===== config.mk =====
export PLATFORM = sky130hd
export DESIGN_NAME = time_counter_set
export DESIGN_NICKNAME = d
export VERILOG_FILES = /design/src/rtl/time_counter_set_pkg.sv /design/src/rtl/time_counter_set_bcd_digit_updown.sv /design/src/rtl/time_counter_set.sv
export SDC_FILE = /design/constraint.sdc
export NUM_CORES = 1
export LEC_CHECK = 0
export CORE_MARGIN = 3
export CORE_UTILIZATION = 30
export DETAILED_ROUTE_END_ITERATION = 16
export PLACE_DENSITY = 0.45
export SYNTH_ARGS = -nofsm -noshare
export SYNTH_HDL_FRONTEND = slang
export SYNTH_SLANG_ARGS = --single-unit

===== constraint.sdc =====
create_clock -name CLK -period 2.9 [get_ports CLK]
set_clock_uncertainty 0.1 [all_clocks]
set_input_delay 0.58 -clock CLK [delete_from_list [all_inputs] [get_ports CLK]]
set_output_delay 0.58 -clock CLK [all_outputs]
set_load 0.02 [all_outputs]

===== src/rtl/time_counter_set_pkg.sv =====
// Shared constants, field-select encodings and the 12-hour display map
// for the H:M:S counter.
package time_counter_set_pkg;

  localparam int SEC_MAX  = 59;
  localparam int MIN_MAX  = 59;
  localparam int HOUR_MAX = 23;

  typedef enum logic [1:0] {
    SEL_SEC  = 2'b00,
    SEL_MIN  = 2'b01,
    SEL_HOUR = 2'b10,
    SEL_NONE = 2'b11
  } set_sel_e;

  // Map a BCD 24-hour value to its 12-hour display form, returned as {tens, ones}.
  function automatic logic [5:0] hour_to_12h(input logic [1:0] tens, input logic [3:0] ones);
    logic [5:0] hr;
    hr = {tens, ones};
    case (hr)
      6'h00:   return 6'h12;
      6'h13:   return 6'h01;
      6'h14:   return 6'h02;
      6'h15:   return 6'h03;
      6'h16:   return 6'h04;
      6'h17:   return 6'h05;
      6'h18:   return 6'h06;
      6'h19:   return 6'h07;
      6'h20:   return 6'h08;
      6'h21:   return 6'h09;
      6'h22:   return 6'h10;
      6'h23:   return 6'h11;
      default: return hr;
    endcase
  endfunction

endpackage


===== src/rtl/time_counter_set_bcd_digit_updown.sv =====
// One BCD digit that counts up or down between 0 and MAX_DIGIT, with a
// parallel load and combinational carry/borrow for cascading.
module bcd_digit_updown #(
  parameter int MAX_DIGIT = 9,
  parameter int W         = $clog2(MAX_DIGIT + 1)
) (
  input  logic         clk,
  input  logic         rst_n,
  input  logic         en,
  input  logic         dir,
  input  logic         load,
  input  logic [W-1:0] load_val,
  output logic [W-1:0] digit,
  output logic         carry,
  output logic         borrow
);

  localparam logic [W-1:0] DMAX = W'(MAX_DIGIT);

  assign carry  = en && !dir && (digit == DMAX);
  assign borrow = en &&  dir && (digit == '0);

  // Load wins over counting; counting wraps inside 0..MAX_DIGIT.
  always_ff @(posedge clk or negedge rst_n) begin
    if (!rst_n) begin
      digit <= '0;
    end else if (load) begin
      digit <= load_val;
    end else if (en) begin
      if (dir) digit <= (digit == '0)  ? DMAX : digit - 1'b1;
      else     digit <= (digit == DMAX) ? '0  : digit + 1'b1;
    end
  end

endmodule


===== src/rtl/time_counter_set.sv =====
// Up/down 24-hour BCD clock with one-second prescaler, time-set mode and
// 12/24-hour hour display.
module time_counter_set
  import time_counter_set_pkg::*;
#(
  parameter int SEC1_MAX = 100000000
) (
  input  logic       CLK,
  input  logic       RESET,
  input  logic       DEC,
  input  logic       MODE12,
  input  logic       SET_EN,
  input  logic [1:0] SET_SEL,
  input  logic       INC_BTN,
  input  logic       DEC_BTN,
  output logic       ENABLE,
  output logic [3:0] SEC_ONES,
  output logic [2:0] SEC_TENS,
  output logic [3:0] MIN_ONES,
  output logic [2:0] MIN_TENS,
  output logic [3:0] HOUR_ONES,
  output logic [1:0] HOUR_TENS,
  output logic       PM,
  output logic       DAY_TICK
);

  localparam int             PW         = $clog2(SEC1_MAX);
  localparam logic [PW-1:0]  PRESC_LAST = PW'(SEC1_MAX - 1);
  localparam logic [1:0]     HOUR_TMAX  = 2'(HOUR_MAX / 10);
  localparam logic [3:0]     HOUR_OMAX  = 4'(HOUR_MAX % 10);

  logic [PW-1:0] presc;
  logic          adj, dir;
  logic          sel_sec, sel_min, sel_hour;
  logic          so_c, so_b, st_c, st_b, mo_c, mo_b, mt_c, mt_b, ho_c, ho_b, ht_c, ht_b;
  logic          sec_tens_en, min_ones_en, min_tens_en, hour_ones_en, hour_tens_en;
  logic          hour_up_wrap, hour_load;
  logic [1:0]    hour_tens, hour_load_tens;
  logic [3:0]    hour_ones, hour_load_ones;

  // A pending tick has priority; buttons only act in set mode when exactly one is pressed.
  assign adj      = SET_EN && !ENABLE && (INC_BTN ^ DEC_BTN);
  assign dir      = ENABLE ? DEC : DEC_BTN;
  assign sel_sec  = adj && (SET_SEL == SEL_SEC);
  assign sel_min  = adj && (SET_SEL == SEL_MIN);
  assign sel_hour = adj && (SET_SEL == SEL_HOUR);

  assign sec_tens_en  = so_c | so_b;
  assign min_ones_en  = (ENABLE && (st_c | st_b)) | sel_min;
  assign min_tens_en  = mo_c | mo_b;
  assign hour_ones_en = (ENABLE && (mt_c | mt_b)) | sel_hour;
  assign hour_tens_en = ho_c | ho_b;

  // Hours wrap at 23 across both digits, so the wrap is forced with a load.
  assign hour_up_wrap   = hour_ones_en && !dir && (hour_tens == HOUR_TMAX) && (hour_ones == HOUR_OMAX);
  assign hour_load      = hour_up_wrap | ht_c | ht_b;
  assign hour_load_tens = ht_b ? HOUR_TMAX : 2'd0;
  assign hour_load_ones = ht_b ? HOUR_OMAX : 4'd0;

  // Prescaler, registered second tick and day-wrap pulse.
  always_ff @(posedge CLK or negedge RESET) begin
    if (!RESET) begin
      presc    <= '0;
      ENABLE   <= 1'b0;
      DAY_TICK <= 1'b0;
    end else begin
      ENABLE   <= !SET_EN && (presc == PRESC_LAST);
      DAY_TICK <= ENABLE && !SET_EN && (hour_up_wrap | ht_b);
      if (SET_EN || presc == PRESC_LAST) presc <= '0;
      else                               presc <= presc + 1'b1;
    end
  end

  bcd_digit_updown #(.MAX_DIGIT(9)) u_sec_ones (
    .clk(CLK), .rst_n(RESET), .en(ENABLE | sel_sec), .dir(dir), .load(1'b0), .load_val(4'd0),
    .digit(SEC_ONES), .carry(so_c), .borrow(so_b));

  bcd_digit_updown #(.MAX_DIGIT(SEC_MAX / 10)) u_sec_tens (
    .clk(CLK), .rst_n(RESET), .en(sec_tens_en), .dir(dir), .load(1'b0), .load_val(3'd0),
    .digit(SEC_TENS), .carry(st_c), .borrow(st_b));

  bcd_digit_updown #(.MAX_DIGIT(9)) u_min_ones (
    .clk(CLK), .rst_n(RESET), .en(min_ones_en), .dir(dir), .load(1'b0), .load_val(4'd0),
    .digit(MIN_ONES), .carry(mo_c), .borrow(mo_b));

  bcd_digit_updown #(.MAX_DIGIT(MIN_MAX / 10)) u_min_tens (
    .clk(CLK), .rst_n(RESET), .en(min_tens_en), .dir(dir), .load(1'b0), .load_val(3'd0),
    .digit(MIN_TENS), .carry(mt_c), .borrow(mt_b));

  bcd_digit_updown #(.MAX_DIGIT(9)) u_hour_ones (
    .clk(CLK), .rst_n(RESET), .en(hour_ones_en), .dir(dir), .load(hour_load), .load_val(hour_load_ones),
    .digit(hour_ones), .carry(ho_c), .borrow(ho_b));

  bcd_digit_updown #(.MAX_DIGIT(HOUR_MAX / 10)) u_hour_tens (
    .clk(CLK), .rst_n(RESET), .en(hour_tens_en), .dir(dir), .load(hour_load), .load_val(hour_load_tens),
    .digit(hour_tens), .carry(ht_c), .borrow(ht_b));

  assign {HOUR_TENS, HOUR_ONES} = MODE12 ? hour_to_12h(hour_tens, hour_ones) : {hour_tens, hour_ones};
  assign PM = (hour_tens > 2'd1) || ((hour_tens == 2'd1) && (hour_ones >= 4'd2));

endmodule


==> key figures, run 1 <==
Outcome
  • Status: finished clean

Layout
  • Layout cells sized above 1: 0.120
  • Fillers: 1,082
  • P&R area growth vs syn: 20.3%
  • Final #Nets: 432
  • Antenna cells: 0

Synth
  • Post-Syn Area per Cell: 8.60 µm²
  • EDFF count, synth: 0
  • Net Count, Synth: 393
  • Most frequent cell after synthesis: nor2_1
  • Ys async rst share: 1.00
  • Post-synth top area cell: dfrtp_1
  • Synth top area cells: dfrtp_1 (38%), nor2_1 (6.9%), xor2_1 (5.1%)
  • Primary FF master, synth: dfrtp_1
  • Post-synthesis sequential area ratio: 0.378
  • Share of the synthesized area in the top cell type: 0.378
  • YS warnings: 0
  • Most common library cells after synthesis: nor2_1 (60), dfrtp_1 (49), nand2_1 (29), nand3_1 (22), xor2_1 (19)
  • Synthesis-stage register bit count: 49
  • Synthesized area: 3240 µm²
  • Count of different cell masters after synthesis: 57
  • Post-synthesis instance total: 377

Run
  • Max cap viols: 0

Critical path
  • WP data required: 2.22 ns
  • Critical Path End Type: output pin
  • R2R cell count: 6
  • CP arrival: 2.07 ns
  • Crit path from: u_hour_tens.digit[0]
  • CP Class: register to output pin
  • Worst R2R End: u_min_tens.digit[1]
  • FF-to-FF setup slack: 0.59 ns
  • CP Launch Type: register
  • Reg-to-reg startpoint: ENABLE
  • Crit path max fanout: 7

Clocking
  • TritonCTS Sinks: 49
  • CTS Buffer Depth: 2
  • CTS tree: yes
  • Skew-Pair Late Insertion Delay: 0.31 ns
  • Hold Buf Count CTS: 0
  • Cts bufs inserted: 5
  • Number of H-tree levels: 2
  • Clock Tree Root: clkbuf_8
  • Reg clk slew, reported paths: 0.11 ns

Power and ir drop
  • Worst-case vdd ir drop: 0.000259 V
  • Leakage: 1.60 nW
  • Pwr dens: 592 nW/µm²

Timing
  • Relative slew slack: 0.487
  • Min cycle time layout: 2.75 ns
  • Final slew viol count: 0
  • Unrepaired setup endpoints after global routing: false
  • Slew of the pin with the lowest slew margin: 0.762 ns
  • Hold Violations, Final: 0
  • Final worst-path cycle share: 0.950
  • Setup ws final: 0.146 ns
  • Fmax: 363 MHz
  • Endpoints failing setup: 0
  • Setup_tns: 0 ns

Floorplan
  • Die Height: 110 µm
  • Die Area: 12,100 µm²
  • FP Rows: 37
  • # IOs: 32
  • Core Area: 10,400 µm²
  • Initial Utilization: 0.311
  • Die width: 110 µm

Place
  • Post-DP HPWL: 5660 µm
  • IO buf count: 31
  • Dpl ws: 0.0590 ns
  • Gpl congestion: 0.745

Drt
  • DRT Pass-1 Iters: 5
  • Iter 0 DRT Violations: 111
  • WL final: 7830 µm
  • DRC violations left: 0
  • Vias per cell: 5.18
  • Total number of vias: 2,862
  • Wire length per cell: 14.2 µm
  • Antenna-violating nets left: 0

Global routing
  • Vias in the first global route: 2,772
  • First-pass GRT wire length: 13,300 µm
  • GRT Total Usage: 0.138
  • Largest net degree at the start of global routing: 26
  • Initial antenna violation count: 0
  • Global route overflow: 0

Hold path
  • Class of the worst hold path: input pin to asynchronous set/reset pin
==> stage by stage <==
step | util | instances | hold WS [ns] | total power (W) | area (µm²)
after detailed placement | 0.365 | 544 | 0.420 | 0.00188 | 3800
after global routing | 0.375 | 553 | 0.0951 | 0.00249 | 3900
after floorplan | - | 377 | 0.184 | 0.00153 | 3240
after CTS | 0.374 | 552 | 0.0974 | 0.00235 | 3900
final | 0.375 | 553 | 0.0817 | 0.00231 | 3900
after global placement | 0.365 | 544 | 0.413 | 0.00188 | 3800
==> metal layers <==
metal | vias up | GRT usage | wire length, µm
li1 | 1413 | - | -
met1 | 1394 | 0.184 | 3720
met2 | 41 | 0.227 | 3760
met3 | 14 | 0.0245 | 228
met4 | 0 | 0.0463 | 132
met5 | - | 0 | 0
==> registers in the layout, indices dropped and copies added (netlist names) <==
name / count
u_min_ones.digit: 4
u_sec_ones.digit: 4
DAY_TICK: 1
ENABLE: 1
u_min_tens.digit: 3
presc: 27
u_hour_ones.digit: 4
u_sec_tens.digit: 3
u_hour_tens.digit: 2
==> how the worst max path moves through the flow <==
| stage | endpoint | slack [ns] | cells past startpoint |
|---|---|---|---|
| floorplan | HOUR_TENS[0] | 0.56 | 7 |
| global placement | HOUR_ONES[1] | 0.08 | 4 |
| detailed placement | HOUR_ONES[1] | 0.06 | 4 |
| CTS | HOUR_ONES[1] | 0.02 | 8 |
| global route | PM | 0.04 | 5 |
| finish | HOUR_ONES[3] | 0.15 | 5 |
==> worst max-delay path, stage by stage, from the launching register on <==
cell             delay (ns)
dfrtp_1                0.42
buf_4                  0.14
ha_1                   0.22
buf_4                  0.17
a41oi_1                0.17
clkdlybuf4s50_1        0.64
==> power breakdown <==
| part | switching (W) | internal (W) | leakage, nW | total, W |
|---|---|---|---|---|
| clock | 0.000260 | 0.000197 | 0.0478 | 0.000457 |
| sequential | 0.000220 | 0.000770 | 0.624 | 0.000990 |
| combinational | 0.000445 | 0.000420 | 0.923 | 0.000864 |
| total | 0.000925 | 0.00139 | 1.60 | 0.00231 |
==> cells in the final DEF (no fill, tap or decap), drive strengths merged, types with 5 or more instances in the layout <==
| cell | count |
|---|---|
| buf | 26 |
| nor3 | 13 |
| a31oi | 7 |
| nor2 | 60 |
| inv | 11 |
| clkdlybuf4s50 | 26 |
| nand2 | 29 |
| nand3 | 22 |
| mux2i | 7 |
| a21oi | 12 |
| o211ai | 5 |
| clkbuf | 7 |
| o21ai | 15 |
| and2 | 7 |
| xnor2 | 14 |
| and3 | 8 |
| ha | 7 |
| nor4 | 5 |
| dfrtp | 49 |
| xor2 | 19 |
| nand4 | 10 |
==> final cells by class <==
class | instances | area (µm²) | share of cell area
clock buffers | 6 | 82.6 | 0.0212
clock inverters | 2 | 16.3 | 0.00417
inverters | 11 | 41.3 | 0.0106
multi-input cells | 294 | 1880 | 0.481
flip-flops and latches | 49 | 1230 | 0.314
well taps | 136 | 170 | 0.0436
repair buffers | 55 | 489 | 0.125
==> what timing repair did <==
action,CTS,global route
buffers inserted,0,1
setup endpoints to repair,3,3
pin swaps,1,1
resized for setup,5,7
==> kinds of logic after synthesis <==
| group | synth area share |
|---|---|
| AOI/OAI and AO/OA | 0.134 |
| muxes | 0.0394 |
| DFF | 0.378 |
| buffers and inverters | 0.0448 |
| adders and majority gates | 0.0270 |
| and+or+nand+nor | 0.287 |
| xor gates and xnor gates | 0.0891 |
Note: power is estimated with default switching activity, not from simulation.
==> run 2, diff against run 1 <==
--- a/config.mk
+++ b/config.mk
@@ -5,10 +5,10 @@
 export SDC_FILE = /design/constraint.sdc
 export NUM_CORES = 1
 export LEC_CHECK = 0
-export CORE_MARGIN = 3
 export CORE_UTILIZATION = 30
 export DETAILED_ROUTE_END_ITERATION = 16
-export PLACE_DENSITY = 0.45
+export DONT_BUFFER_PORTS = 1
+export PLACE_DENSITY = 0.42
 export SYNTH_ARGS = -nofsm -noshare
 export SYNTH_HDL_FRONTEND = slang
 export SYNTH_SLANG_ARGS = --single-unit
==> run 2 against run 1 <==
Effect of this change:
- clock power shrank 1%
- die area down 7.1%
- critical endpoint is now HOUR_ONES[1]
- largest cell class unchanged
- the flow now finishes with violations (negative hold slack)
- clock-buffer cell count unchanged
- total power is 7.7% lower
- critical path depth increased by 2
- non-clock buffer count shrank 40
- core utilization fell by 3.3 points
- worst hold slack worse by 0.084 ns
- cell area is 8.8% lower
- final cell count shrank 7.2%
- setup slack improved by 0.024 ns
==> key figures, run 2 (same netlist as run 1, synthesis figures left out) <==
Drt
  • Antenna-violating nets left: 0
  • DRT Pass-1 Iters: 4
  • Wire length per cell: 14.4 µm
  • Total number of vias: 2,609
  • Vias per cell: 5.09
  • DRC violations left: 0
  • Iter 0 DRT Violations: 73
  • WL final: 7400 µm

Global routing
  • GRT Total Usage: 0.142
  • First-pass GRT wire length: 12,700 µm
  • Initial antenna violation count: 0
  • Largest net degree at the start of global routing: 50
  • Vias in the first global route: 2,523
  • Global route overflow: 0

Clocking
  • CTS Buffer Depth: 2
  • Clock Tree Root: clkbuf_8
  • Setup Fix Bufs, Post-CTS: 0
  • Reg clk slew, reported paths: 0.09 ns
  • Skew-Pair Late Insertion Delay: 0.32 ns
  • Number of H-tree levels: 2
  • CTS tree: yes
  • Cts bufs inserted: 5
  • TritonCTS Sinks: 49

Timing
  • Min cycle time layout: 2.73 ns
  • Relative slew slack: 0.558
  • Hold Worst Slack: -0.00246 ns
  • Final worst-path cycle share: 0.941
  • Setup_tns: 0 ns
  • Unrepaired setup endpoints after global routing: false
  • Fmax: 366 MHz
  • Endpoints failing setup: 0
  • Slew of the pin with the lowest slew margin: 0.655 ns
  • Hold Violations, Final: 5
  • Final slew viol count: 0

Layout
  • Most common cell after layout, fill and taps aside: nor2_1
  • Reg area: 1230 µm²
  • Fillers: 1,108
  • Register with the most flip-flops: presc
  • Area used by multi-input combinational logic: 1890 µm²
  • P&R area growth vs syn: 9.68%
  • Antenna cells: 0
  • Layout cells sized above 1: 0.103
  • Fin area: 3560 µm²
  • Final #Nets: 392
  • Largest register FFs: 27
  • Commonest non-fill, non-tap cells in the layout: nor2_1 (60), dfrtp_1 (48), nand2_1 (29)
  • Final std cells w/o fill: 513

Place
  • Placement Cell Area: 3410 µm²
  • Gpl congestion: 0.770
  • Post-DP HPWL: 5130 µm
  • IO buf count: 0
  • Dpl cells: 504

Critical path
  • WP data required: 2.22 ns
  • R2R cell count: 7
  • CP Launch Type: register
  • CP arrival: 2.05 ns
  • CP Class: register to output pin
  • Worst R2R End: u_hour_tens.digit[1]
  • Reg-to-reg startpoint: u_sec_tens.digit[2]
  • Critical Path End Type: output pin
  • FF-to-FF setup slack: 0.48 ns
  • Crit path max fanout: 6
  • Crit path from: u_hour_tens.digit[0]

Power and ir drop
  • Worst-case vdd ir drop: 0.000275 V
  • Leakage: 1.43 nW
  • Pwr dens: 599 nW/µm²
  • Total Power: 0.00213 W

Floorplan
  • Core Area: 10,400 µm²
  • FP Rows: 37
  • Die Area: 11,200 µm²
  • Initial Utilization: 0.311
  • Die Height: 106 µm
  • # IOs: 32
  • Die width: 106 µm

Outcome
  • Failing checks: negative hold slack
  • Status: complete, but fails checks

Hold path
  • Class of the worst hold path: input pin to asynchronous set/reset pin

Run
  • Max cap viols: 0
[run 2: cell count changes in the layout (fill, tap and decap cells not counted), sizes merged]
cell / before / now
buf: 26 / 15
clkdlybuf4s50: 26 / 0
dlymetal6s2s: 1 / 0
dlygate4sd2: 1 / 0
clkbuf: 7 / 6
[run 2: what timing repair did]
action | 4_1_cts | 5_1_grt
resized for setup | 0 | 4
endpoints found under the setup margin | 0 | 2
hold buffers | 1 | 0
hold endpoints to repair | 49 | 0
[run 2: where the power goes]
part	total, W	switching [W]	internal [W]
registers	0.00102	0.000248	0.000768
logic	0.000665	0.000386	0.000279
clock network	0.000452	0.000255	0.000197
total	0.00213	0.000888	0.00124
[run 2: critical path, cell delays in order, from the launching register on]
cell,delay [ns]
dfrtp_1,0.41
inv_1,0.17
ha_4,0.19
or3b_2,0.44
a21oi_1,0.15
a31oi_1,0.05
nor2_1,0.09
mux2_2,0.22
[run 2: final cells by class]
type | instances | area share
inverter | 11 | 0.0116
clock inverter | 2 | 0.00457
multi-input combinational | 294 | 0.530
tap | 136 | 0.0478
sequential | 49 | 0.345
timing repair buffer | 15 | 0.0373
clock buffer | 6 | 0.0232
[run 2: worst max path at each step]
stage / endpoint / cells after the start
finish: HOUR_ONES[1] / 7
global route: HOUR_ONES[1] / 7
CTS: HOUR_ONES[1] / 7
detailed placement: HOUR_ONES[1] / 7
global placement: HOUR_ONES[1] / 7
floorplan: HOUR_TENS[0] / 7
[run 2: metrics by stage]
step | setup slack, ns | hold WS [ns] | util
5_1_grt | 0.0228 | 0.0104 | 0.342
4_1_cts | 0.0765 | 0.00318 | 0.340
6_report | 0.170 | -0.00246 | 0.342
3_5_place_dp | 0.446 | 0.186 | 0.328
3_3_place_gp | 0.470 | 0.186 | 0.328
2_1_floorplan | 0.560 | 0.184 | -
[run 2: routing by layer]
| layer | vias to the layer above | part of all wire | wire, µm | global-route usage |
|---|---|---|---|---|
| met4 | 0 | 0.014 | 105 | 0.0446 |
| met1 | 1216 | 0.47 | 3500 | 0.181 |
| met5 | - | 0 | 0 | 0 |
| met2 | 44 | 0.46 | 3420 | 0.229 |
| met3 | 11 | 0.052 | 383 | 0.0454 |
| li1 | 1338 | - | - | - |
==> run 3, diff against run 2 <==
--- a/config.mk
+++ b/config.mk
@@ -8,7 +8,7 @@
 export CORE_UTILIZATION = 30
 export DETAILED_ROUTE_END_ITERATION = 16
 export DONT_BUFFER_PORTS = 1
-export PLACE_DENSITY = 0.42
+export PLACE_DENSITY = 0.43
 export SYNTH_ARGS = -nofsm -noshare
 export SYNTH_HDL_FRONTEND = slang
 export SYNTH_SLANG_ARGS = --single-unit
==> constraint.sdc (replaced) <==
create_clock -name CLK -period 2.3 [get_ports CLK]
set_clock_uncertainty 0.1 [all_clocks]
set_input_delay 0.46 -clock CLK [delete_from_list [all_inputs] [get_ports CLK]]
set_output_delay 0.46 -clock CLK [all_outputs]
set_load 0.02 [all_outputs]
==> run 3 against run 2 <==
Effect of this change:
- the run ends with negative setup slack left
- largest power group is now combinational cells
- sequential power increased by 7%
- die area unchanged
- combinational power increased by 82%
==> key figures, run 3 (same netlist as run 1, synthesis figures left out) <==
Outcome
  • Status: complete, but fails checks
  • Failing checks: negative setup slack

Floorplan
  • Die Height: 106 µm
  • # IOs: 32
  • Core Area: 10,400 µm²
  • Die width: 106 µm
  • Die Area: 11,200 µm²
  • Initial Utilization: 0.311
  • FP Rows: 37

Layout
  • Final Core Density: 0.372
  • Largest register FFs: 27
  • P&R area growth vs syn: 19.3%
  • Fillers: 1,093
  • Antenna cells: 0
  • Most common cell after layout, fill and taps aside: nor2_1
  • Final #Nets: 425
  • Layout cells sized above 1: 0.190
  • Commonest non-fill, non-tap cells in the layout: nor2_1 (59), dfrtp_1 (48), buf_4 (44)
  • Area used by multi-input combinational logic: 1940 µm²
  • Register with the most flip-flops: presc
  • Final std cells w/o fill: 546
  • Reg area: 1230 µm²

Clocking
  • TritonCTS Sinks: 49
  • Clock Tree Root: clkbuf_8
  • Reg clk slew, reported paths: 0.10 ns
  • Cts bufs inserted: 5
  • CTS Buffer Depth: 2
  • CTS tree: yes
  • Number of H-tree levels: 2
  • Skew-Pair Late Insertion Delay: 0.30 ns

Drt
  • WL final: 7900 µm
  • DRC violations left: 0
  • Wire length per cell: 14.5 µm
  • Iter 0 DRT Violations: 109
  • Total number of vias: 2,805
  • DRT Pass-1 Iters: 4
  • Vias per cell: 5.14
  • Antenna-violating nets left: 0

Critical path
  • Critical Path End Type: output pin
  • CP arrival: 1.83 ns
  • CP Launch Type: register
  • CP Class: register to output pin
  • Crit path max fanout: 4
  • WP data required: 1.74 ns

Run
  • Max cap viols: 0

Power and ir drop
  • Reg power frac: 0.383
  • Total Power: 0.00285 W
  • Gate power share: 0.423
  • Sw Share: 0.407
  • Worst-case vdd ir drop: 0.000354 V
  • Cell-internal power: 0.00169 W
  • Leakage: 1.60 nW
  • Clock network power share: 0.193
  • Pwr dens: 738 nW/µm²
  • Psw: 0.00116 W

Place
  • IO buf count: 0
  • Dpl cells: 531
  • Dpl ws: 0.0790 ns
  • Post-DP HPWL: 5540 µm
  • Gpl congestion: 0.784

Timing
  • Hold Violations, Final: 0
  • Final slew viol count: 0
  • Relative slew slack: 0.744
  • Hold Worst Slack: 0.105 ns
  • Endpoints failing setup: 2
  • Unrepaired setup endpoints after global routing: true
  • Setup ws final: -0.0856 ns
  • Slew of the pin with the lowest slew margin: 0.384 ns
  • Min cycle time layout: 2.39 ns
  • Fmax: 419 MHz
  • Final worst-path cycle share: 1.04

Global routing
  • Vias in the first global route: 2,750
  • Global route overflow: 0
  • Initial antenna violation count: 0
  • Largest net degree at the start of global routing: 50
  • First-pass GRT wire length: 13,900 µm
  • GRT Total Usage: 0.153

Hold path
  • Class of the worst hold path: input pin to register
[run 3: cell count changes in the layout (fill, tap and decap cells not counted), moves of 2 or more]
cell / delta
inv_1: -2
a21oi_1: -2
inv_2: +2
buf_4: +30
ha_4: +2
a21oi_2: +2
[run 3: repair_timing]
item,CTS,global route
pin swaps,3,2
hold buffers,2,0
hold endpoints to repair,49,0
gates cloned,0,0
endpoints found under the setup margin,3,6
buffers inserted,5,0
gates resized for setup,12,6
[run 3: worst paths after layout]
kind,from,to,slack [ns],cells after the start
max,u_hour_tens.digit[0],HOUR_ONES[1],-0.09,7
min,SET_EN,ENABLE,0.11,1
max reg2reg,u_sec_tens.digit[2],u_hour_tens.digit[0],0.15,7
min reg2reg,presc[22],presc[22],0.45,2
max in group asynchronous,RESET,ENABLE,1.29,2
min in group asynchronous,RESET,presc[22],0.57,2
[run 3: worst max-delay path, stage by stage, from the launching register on]
cell	delay (ns)
dfrtp_1	0.41
inv_2	0.13
ha_4	0.15
or3b_4	0.37
a21oi_2	0.12
a31oi_1	0.05
nor2_1	0.11
mux2_4	0.19
[run 3: metrics by stage]
step	setup TNS [ns]	area, µm²
2_1_floorplan	0	3240
3_3_place_gp	0	3620
3_5_place_dp	0	3620
4_1_cts	-0.137	3840
5_1_grt	-0.400	3870
6_report	-0.146	3870
[run 3: power groups by stage]
stage | Clock, W | Sequential [W] | Combinational, W
floorplan | 0 | 0.00121 | 0.000709
global placement | 0 | 0.00111 | 0.00117
detailed placement | 0 | 0.00111 | 0.00117
CTS | 0.000586 | 0.00109 | 0.00121
global route | 0.000619 | 0.00111 | 0.00134
finish | 0.000552 | 0.00109 | 0.00121
[run 3: cell type report]
class,instances,area share
clock inverters,2,0.00356
clock buffers,6,0.0213
well taps,136,0.0440
multi-input cells,294,0.500
repair buffers,48,0.103
inverters,11,0.0107
flip-flops and latches,49,0.317
[run 3: metal layers]
layer	part of all wire	global-route usage	vias to the layer above	wire (µm)
met5	0	0	-	0
met4	0.0089	0.0367	0	70
met3	0.033	0.0233	4	259
met2	0.46	0.243	46	3670
met1	0.49	0.217	1348	3900
li1	-	-	1407	-
